$ cat src/rtl/izh_pkg.sv
// rtl/izh_pkg.sv - shared widths, default thresholds and event type for the spike monitor
package izh_pkg;
  localparam int V_W = 8;
  localparam int ISI_W = 16;
  localparam logic signed [V_W-1:0] THRESH_DEF = 8'sd30;
  localparam int BURST_ISI_DEF = 64;

  typedef struct packed {
    logic             burst;
    logic [ISI_W-1:0] isi;
  } izh_evt_t;
endpackage

$ cat src/rtl/izh_event_fifo.sv
// rtl/izh_event_fifo.sv - first-word-fall-through event queue with wrap-bit pointers
module izh_event_fifo #(
  parameter int  DEPTH = 4,
  parameter type T     = logic [16:0]
) (
  input  logic clk,
  input  logic rst_n,
  input  logic i_push,
  input  T     i_data,
  input  logic i_pop,
  output T     o_data,
  output logic o_full,
  output logic o_empty
);
  localparam int AW = $clog2(DEPTH);

  logic [AW:0] r_wr_ptr;
  logic [AW:0] r_rd_ptr;
  T            r_mem [DEPTH];
  logic        w_do_push;
  logic        w_do_pop;

  assign o_empty = (r_wr_ptr == r_rd_ptr);
  assign o_full  = (r_wr_ptr[AW] != r_rd_ptr[AW]) &&
                   (r_wr_ptr[AW-1:0] == r_rd_ptr[AW-1:0]);
  assign w_do_pop  = i_pop && !o_empty;
  // A full queue still takes a write when the head leaves in the same cycle.
  assign w_do_push = i_push && (!o_full || w_do_pop);
  assign o_data    = r_mem[r_rd_ptr[AW-1:0]];

  always_ff @(posedge clk or negedge rst_n) begin
    if (!rst_n) begin
      r_wr_ptr <= '0;
      r_rd_ptr <= '0;
    end else begin
      if (w_do_push) r_wr_ptr <= r_wr_ptr + 1'b1;
      if (w_do_pop)  r_rd_ptr <= r_rd_ptr + 1'b1;
    end
  end

  always_ff @(posedge clk) begin
    if (w_do_push) r_mem[r_wr_ptr[AW-1:0]] <= i_data;
  end
endmodule

$ cat src/rtl/izh_spike_monitor.sv
// rtl/izh_spike_monitor.sv - threshold-crossing spike detector with ISI measurement,
// burst classification and a queued event readout.
module izh_spike_monitor
  import izh_pkg::*;
#(
  parameter logic signed [7:0] THRESH    = THRESH_DEF,
  parameter int                BURST_ISI = BURST_ISI_DEF,
  parameter int                DEPTH     = 4,
  parameter int                ISI_W     = 16
) (
  input  logic             clk,
  input  logic             rst_n,
  input  logic             ena,
  input  logic [7:0]       v_in,
  output logic             spike_o,
  output logic [7:0]       spike_count,
  output logic             evt_valid,
  input  logic             evt_ready,
  output logic [ISI_W:0]   evt_data,
  output logic             overflow
);
  typedef struct packed {
    logic             burst;
    logic [ISI_W-1:0] isi;
  } evt_t;

  localparam logic [ISI_W-1:0] ISI_MAX = '1;

  logic [7:0]       r_v_q;
  logic [ISI_W-1:0] r_isi_cnt;
  logic             r_seen;
  logic             w_spike_det;
  logic [ISI_W-1:0] w_isi_inc;
  logic [ISI_W-1:0] w_isi_cap;
  evt_t             w_evt;
  evt_t             w_head;
  logic             w_full;
  logic             w_empty;
  logic             w_pop;
  logic             w_push;

  assign w_spike_det = ena && ($signed(v_in) > THRESH) && !($signed(r_v_q) > THRESH);
  assign w_isi_inc   = (r_isi_cnt == ISI_MAX) ? ISI_MAX : r_isi_cnt + ISI_W'(1);
  // The first spike has no predecessor, so it reports a zero interval and no burst.
  assign w_isi_cap   = r_seen ? w_isi_inc : '0;
  assign w_evt.isi   = w_isi_cap;
  assign w_evt.burst = r_seen && (32'(w_isi_cap) <= BURST_ISI);

  assign evt_valid = !w_empty;
  assign w_pop     = !w_empty && evt_ready;
  assign w_push    = w_spike_det && (!w_full || w_pop);
  assign evt_data  = w_head;

  always_ff @(posedge clk or negedge rst_n) begin
    if (!rst_n) begin
      r_v_q       <= '0;
      r_isi_cnt   <= '0;
      r_seen      <= 1'b0;
      spike_o     <= 1'b0;
      spike_count <= '0;
      overflow    <= 1'b0;
    end else begin
      spike_o <= w_spike_det;
      if (ena) begin
        r_v_q     <= v_in;
        r_isi_cnt <= w_spike_det ? '0 : w_isi_inc;
      end
      if (w_spike_det) begin
        r_seen      <= 1'b1;
        spike_count <= spike_count + 8'd1;
        if (w_full && !w_pop) overflow <= 1'b1;
      end
    end
  end

  izh_event_fifo #(
    .DEPTH(DEPTH),
    .T    (evt_t)
  ) u_fifo (
    .clk    (clk),
    .rst_n  (rst_n),
    .i_push (w_push),
    .i_data (w_evt),
    .i_pop  (w_pop),
    .o_data (w_head),
    .o_full (w_full),
    .o_empty(w_empty)
  );
endmodule
$ cat config.mk
export PLATFORM = sky130hd
export DESIGN_NAME = izh_spike_monitor
export DESIGN_NICKNAME = d
export VERILOG_FILES = /design/src/rtl/izh_pkg.sv /design/src/rtl/izh_event_fifo.sv /design/src/rtl/izh_spike_monitor.sv
export SDC_FILE = /design/constraint.sdc
export NUM_CORES = 1
export LEC_CHECK = 0
export CAP_MARGIN = 20
export CORE_ASPECT_RATIO = 0.75
export CORE_MARGIN = 5
export CORE_UTILIZATION = 60
export CTS_CLUSTER_SIZE = 12
export DETAILED_ROUTE_END_ITERATION = 6
export PLACE_DENSITY = 0.82
export SYNTH_ARGS = -nofsm -noshare
export SYNTH_HDL_FRONTEND = slang
export SYNTH_HIERARCHICAL = 1
export SYNTH_SLANG_ARGS = --single-unit
export TNS_END_PERCENT = 100
$ cat constraint.sdc
create_clock -name clk -period 5.7 [get_ports clk]
set_input_delay 1.71 -clock clk [delete_from_list [all_inputs] [get_ports clk]]
set_output_delay 1.71 -clock clk [all_outputs]
set_load 0.02 [all_outputs]
==> reports/qor.yml, run 1 <==
status: "finished, final reports clean"
crit_top_cell: "buf_4"
placed_cell_area_um2: 5490
cellPowerDensity_nw_per_um2: 447
boundaryPins: 40
met1_usage: 0.294
max_cap_violations: 0
worst_pin_slew_ns: 0.929
synthDistinctLibCells: 56
syn_area_um2: 5070
grtUsageMet3: 0.0476
row_count: 29
slowest_delay_ns: 0.58
slew_viol_final: 0
grt_max_degree: 42
start_kind: "input pin"
finalSetupTns_ns: 0
critPathKind: "in2reg"
ys_seq_elements: 109
ctsRootBufferMaster: "clkbuf_16"
synth_area_leader_cell: "edfxtp_1"
clock_latency_ns: 0.35
nNetsFinal: 429
path_cells: "clkdlybuf4s50_1 -> buf_4 -> o2111ai_1 -> buf_4 -> a21oi_1 -> and2_1 -> o41ai_2 -> inv_1"
critPathRequiredTime_ns: 5.68
cts_hold_buffers: 0
start_util: 0.608
die_area_um2: 10400
drt_iter0_markers: 267
finClkSkew_ns: 0.00695
overflow: 0
path_delay_family: "buffers and inverters"
area_growth_pct: 15.0
top_usage_layer: "met2"
die_w_um: 116
via_per_inst: 6.33
synth_top_area_share: 0.402
hold_viol_final: 0
port_buffers: 39
insertedDiodeCount: 0
max_freq_ghz: 0.235
crit_fanout: 36
setup-violations-final: 0
vias: 3313
dr.pass1.iters: 5
grt_pass1_vias: 3287
post_drt_wl_per_cell_um: 20.0
grt.total_usage: 0.221
postCtsSetupBuffers: 0
wl_mm: 10.5
cts_htree_levels: 3
cts_buffers: 9
ys.flop_type: "edfxtp_1"
clockBufferDepth: 2
synth_edf_count: 68
cts_sinks: 109
path_clk_slew_ns: 0.07
cts_resized: 0
final_area_um2: 5830
final_cell_mix: "edfxtp_1, dfrtp_1, clkdlybuf4s50_1"
chipHeight_um: 89.6
ant_nets: 0
cp-end-kind: "register"
rrSetupSlack_ns: 2.56
drive_gt1_frac: 0.142
rsz0062_at_grt: "no"
coreArea_um2: 8350
hold_path.class: "reg2reg"
tritoncts: "built"
yosysWarnings: 6
grt_first_pass_wirelength_mm: 17.2
irDropWorstVdd_mv: 0.430
synth_area_leaders: "edfxtp_1, dfrtp_1, mux4_2, a21oi_1, mux2_2"
drc: 0
fin_crit_sh: 0.747
synth.avg_cell_area_um2: 13.4
worstPathArrival_ns: 4.23
antenna_found_initial: 0
final_common_cell: "edfxtp_1"
grt_use_met2: 0.360
fin_crit_ns: 4.26
ys_seq_area_frac: 0.605
hpwlAfterDp_mm: 6.53
synthCells: 379
p_leak_nw: 2.23
place.gp.congestion: 0.815
syn-num-nets: 398
relSlewSlack: 0.381
crit_slowest_cell: "inv_1"
timing.critical_path.buf_inv: 4
async_reset_ff_frac: 0.376
-- layout make-up --
type,count,area (µm²)
clock buffer,9,225
multi-input combinational,229,1810
sequential,109,3070
timing repair buffer,44,443
inverter,17,63.8
fill,565,2510
tap,108,135
clock inverter,7,87.6
-- logic make-up (layout without fill, tap and decap cells) --
logic type                 after synthesis  in the layout  synth area share
AOI/OAI and AO/OA                       71             71            0.0890
xor gates and xnor gates                21             21            0.0363
adders and majority gates                7              7            0.0173
buffers and inverters                   41             77            0.0385
DFF                                    109            109             0.605
muxes                                   31             31             0.106
and+or+nand+nor                         99             99             0.109
-- stage by stage --
stage	instances	total power, mW	utilization	hold slack, ns	setup WS [ns]
after detailed placement	506	1.95	0.658	0.458	1.13
after CTS	522	2.60	0.696	0.477	1.10
after floorplan	379	1.65	-	0.472	1.99
final	523	2.61	0.699	0.474	1.44
after global placement	506	1.92	0.658	0.450	1.25
after global routing	523	2.74	0.699	0.499	1.31
-- cell usage after synthesis, types with 6 or more instances --
library cell / n
ha_1: 7
mux4_2: 17
dfrtp_1: 41
o21ai_0: 12
inv_1: 16
nor3_1: 9
a21oi_1: 26
nor2_1: 15
nand4_1: 7
xor2_1: 7
nand2_1: 27
clkbuf_1: 6
and3_1: 6
buf_2: 13
xnor2_1: 14
mux2_2: 11
nand3_1: 15
edfxtp_1: 68
-- per-layer routing --
layer	routed length, µm	share of wire	vias up
li1	-	-	1501
met2	5100	0.49	151
met4	294	0.028	0
met3	715	0.068	27
met5	0	0	-
met1	4360	0.42	1634
-- final timing paths --
kind,start,to,depth (start not counted)
setup / recovery,ena,u_fifo/r_mem[3][7],8
hold / removal,spike_count[7],spike_count[7],1
min in group asynchronous,rst_n,r_v_q[0],1
hold reg to reg,spike_count[7],spike_count[7],1
max in group asynchronous,rst_n,u_fifo/r_rd_ptr[0],1
setup reg to reg,u_fifo/r_wr_ptr[1],u_fifo/r_mem[3][7],8
-- where the power goes --
part | internal, mW | leakage (nW) | switching, mW
combinational | 0.416 | 0.933 | 0.474
clock | 0.352 | 0.154 | 0.292
sequential | 0.962 | 1.15 | 0.111
-- sequential cells by signal, indices dropped and copies added, names as in the netlist --
name             count
overflow             1
r_isi_cnt           16
r_seen               1
r_v_q                8
spike_count          8
spike_o              1
u_fifo/r_mem        68
u_fifo/r_rd_ptr      3
u_fifo/r_wr_ptr      3
(Power assumes the default switching activity.)
==> run 2, diff against run 1 <==
--- a/config.mk
+++ b/config.mk
@@ -8,10 +8,10 @@
 export CAP_MARGIN = 20
 export CORE_ASPECT_RATIO = 0.75
 export CORE_MARGIN = 5
-export CORE_UTILIZATION = 60
+export CORE_UTILIZATION = 58
 export CTS_CLUSTER_SIZE = 12
 export DETAILED_ROUTE_END_ITERATION = 6
-export PLACE_DENSITY = 0.82
+export PLACE_DENSITY = 0.79
 export SYNTH_ARGS = -nofsm -noshare
 export SYNTH_HDL_FRONTEND = slang
 export SYNTH_HIERARCHICAL = 1
==> constraint.sdc (replaced) <==
create_clock -name clk -period 4.1 [get_ports clk]
set_input_delay 1.23 -clock clk [delete_from_list [all_inputs] [get_ports clk]]
set_output_delay 1.23 -clock clk [all_outputs]
set_load 0.02 [all_outputs]
==> reports/qor.yml, run 2 (synthesis results as in run 1) <==
grt_pass1_vias: 3277  # was 3,287
p_clk_frac: 0.238  # was 0.247
timing.final.ws_setup_ns: 0.594  # was 1.44 ns
multiInputGateArea_um2: 1810  # unchanged
place_ws_ns: 0.424  # was 1.13 ns
cts_buffers: 9  # unchanged
area_growth_pct: 15.6  # was 15.0%
p_comb_frac: 0.347  # was 0.341
reg2regPathDepth: 6  # was 8
post_drt_wl_per_cell_um: 19.3  # was 20.0 µm
overflow: 0  # unchanged
largest_reg_flops: 68  # unchanged
final_common_cell: "edfxtp_1"  # unchanged
cts_sinks: 109  # unchanged
clockBufferDepth: 2  # unchanged
postCtsSetupBuffers: 0  # unchanged
start_util: 0.598  # was 0.608
final.fill_count: 597  # was 565
grt.total_usage: 0.200  # was 0.221
irDropWorstVdd_mv: 0.569  # was 0.430 mV
critPathKind: "reg2out"  # was in2reg
finClkSkew_ns: 0.00374  # was 0.00695 ns
hold_path.startpoint: "spike_count[7]"  # unchanged
cp-end-kind: "primary output"  # was register
p_leak_nw: 2.24  # was 2.23 nW
path_clk_slew_ns: 0.07  # about the same
worstPathArrival_ns: 2.28  # was 4.23 ns
hpwlAfterDp_mm: 6.66  # was 6.53 mm
whs_ns: 0.468  # was 0.474 ns
cts_resized: 0  # unchanged
hold_viol_final: 0  # unchanged
max_freq_ghz: 0.285
finalSetupTns_ns: 0  # unchanged
power_frac_seq: 0.415  # was 0.412
max_cap_violations: 0  # unchanged
wl_mm: 10.2  # was 10.5 mm
cellPowerDensity_nw_per_um2: 615  # was 447 nW/µm²
insertedDiodeCount: 0  # unchanged
fin_crit_ns: 3.51
tritoncts: "built"  # unchanged
r2r_end: "u_fifo/r_mem[0][16]"  # was u_fifo/r_mem[3][7]
row_count: 29  # unchanged
cts_htree_levels: 3  # unchanged
cts_hold_buffers: 0  # unchanged
die_w_um: 118  # was 116 µm
status: "finished, final reports clean"  # unchanged
coreArea_um2: 8490  # was 8350 µm²
antenna_found_initial: 0  # unchanged
start_kind: "register"  # was input pin
critPathRequiredTime_ns: 2.87  # was 5.68 ns
ant_nets: 0  # unchanged
clock_latency_ns: 0.34  # was 0.35 ns
rrSetupSlack_ns: 1.20  # was 2.56 ns
nNetsFinal: 434  # was 429
register_area_um2: 3070  # unchanged
hold_path.class: "reg2reg"  # unchanged
holdPathStages: 1  # unchanged
internal-power_mw: 2.42  # was 1.73 mW
worst_pin_slew_ns: 0.952  # was 0.929 ns
setup-violations-final: 0  # unchanged
fin_crit_sh: 0.855
final_cell_mix: "edfxtp_1, dfrtp_1, clkdlybuf4s50_1"  # unchanged
grt_first_pass_wirelength_mm: 17.3  # was 17.2 mm
vias: 3277  # was 3,313
via_per_inst: 6.21  # was 6.33
die_area_um2: 10700  # was 10,400 µm²
chipHeight_um: 91  # was 89.6 µm
drt_iter0_markers: 258  # was 267
place.gp.congestion: 0.864  # was 0.815
switching_share: 0.328  # was 0.337
relSlewSlack: 0.365  # was 0.381
drive_gt1_frac: 0.150  # was 0.142
slew_viol_final: 0  # unchanged
boundaryPins: 40  # unchanged
drc: 0  # unchanged
hold_end: "spike_count[7]"  # unchanged
ctsRootBufferMaster: "clkbuf_16"  # unchanged
port_buffers: 39  # unchanged
p_sw_mw: 1.18  # was 0.878 mW
crit_fanout: 16  # was 36
dr.pass1.iters: 7  # was 5
r2r-start: "r_isi_cnt[1]"  # was u_fifo/r_wr_ptr[1]
grt_max_degree: 42  # unchanged
rsz0062_at_grt: "no"  # unchanged
==> run 2: changes by cell type in the layout (fill, tap and decap cells not counted), sizes merged <==
cell      previous run  this run
inv                 20        16
clkinv               3         1
buf                  6        11
clkbuf               9        11
clkinvlp             0         4
==> run 2: worst max-delay path by stage <==
stage,start,endpoint,slack (ns),cells past startpoint
floorplan,ena,u_fifo/r_mem[3][0],0.87,7
global placement,v_in[3],u_fifo/r_mem[3][3],0.50,8
detailed placement,v_in[2],u_fifo/r_mem[3][3],0.42,8
CTS,u_fifo/r_rd_ptr[0],evt_data[8],0.56,3
global route,u_fifo/r_rd_ptr[0],evt_data[8],0.51,3
finish,u_fifo/r_rd_ptr[0],evt_data[8],0.59,3
==> run 2: per-layer routing <==
layer | wire length, µm | vias to the layer above | global-route usage
met3 | 652 | 24 | 0.0497
met4 | 159 | 0 | 0.0458
met1 | 4510 | 1606 | 0.292
li1 | - | 1515 | -
met5 | 0 | - | 0
met2 | 4870 | 132 | 0.309
==> run 2: final cells by class <==
cell class	instances	area share
clock buffer	11	0.0414
sequential	109	0.523
clock inverter	5	0.0102
timing repair buffer	49	0.0828
inverter	17	0.0109
tap	108	0.0230
multi-input combinational	229	0.309
==> run 2: power by group through the flow <==
stage                     clock (mW)  combinational, mW  sequential [mW]
after floorplan                    0              0.816             1.47
after global placement             0               1.23             1.50
after detailed placement           0               1.26             1.51
after CTS                      0.879               1.27             1.49
after global routing           0.931               1.35             1.52
final                          0.858               1.25             1.50
==> run 2: per-stage QoR <==
step | area [µm²] | utilization | power [mW] | instances
after floorplan | 5070 | - | 2.29 | 379
after global placement | 5560 | 0.655 | 2.73 | 512
after detailed placement | 5560 | 0.655 | 2.77 | 512
after CTS | 5870 | 0.691 | 3.64 | 528
after global routing | 5870 | 0.691 | 3.80 | 528
final | 5870 | 0.691 | 3.61 | 528
==> run 2: worst max-delay path: stages, from the launching register on <==
cell and delay, ns:
dfrtp_1 0.58, buf_12 0.24, mux4_2 0.54, clkdlybuf4s50_1 0.56
==> run 3, diff against run 2 <==
--- a/config.mk
+++ b/config.mk
@@ -5,7 +5,6 @@
 export SDC_FILE = /design/constraint.sdc
 export NUM_CORES = 1
 export LEC_CHECK = 0
-export CAP_MARGIN = 20
 export CORE_ASPECT_RATIO = 0.75
 export CORE_MARGIN = 5
 export CORE_UTILIZATION = 58
==> results of run 3 <==
No change in the layout: final DEF, timing and power equal those of run 2.
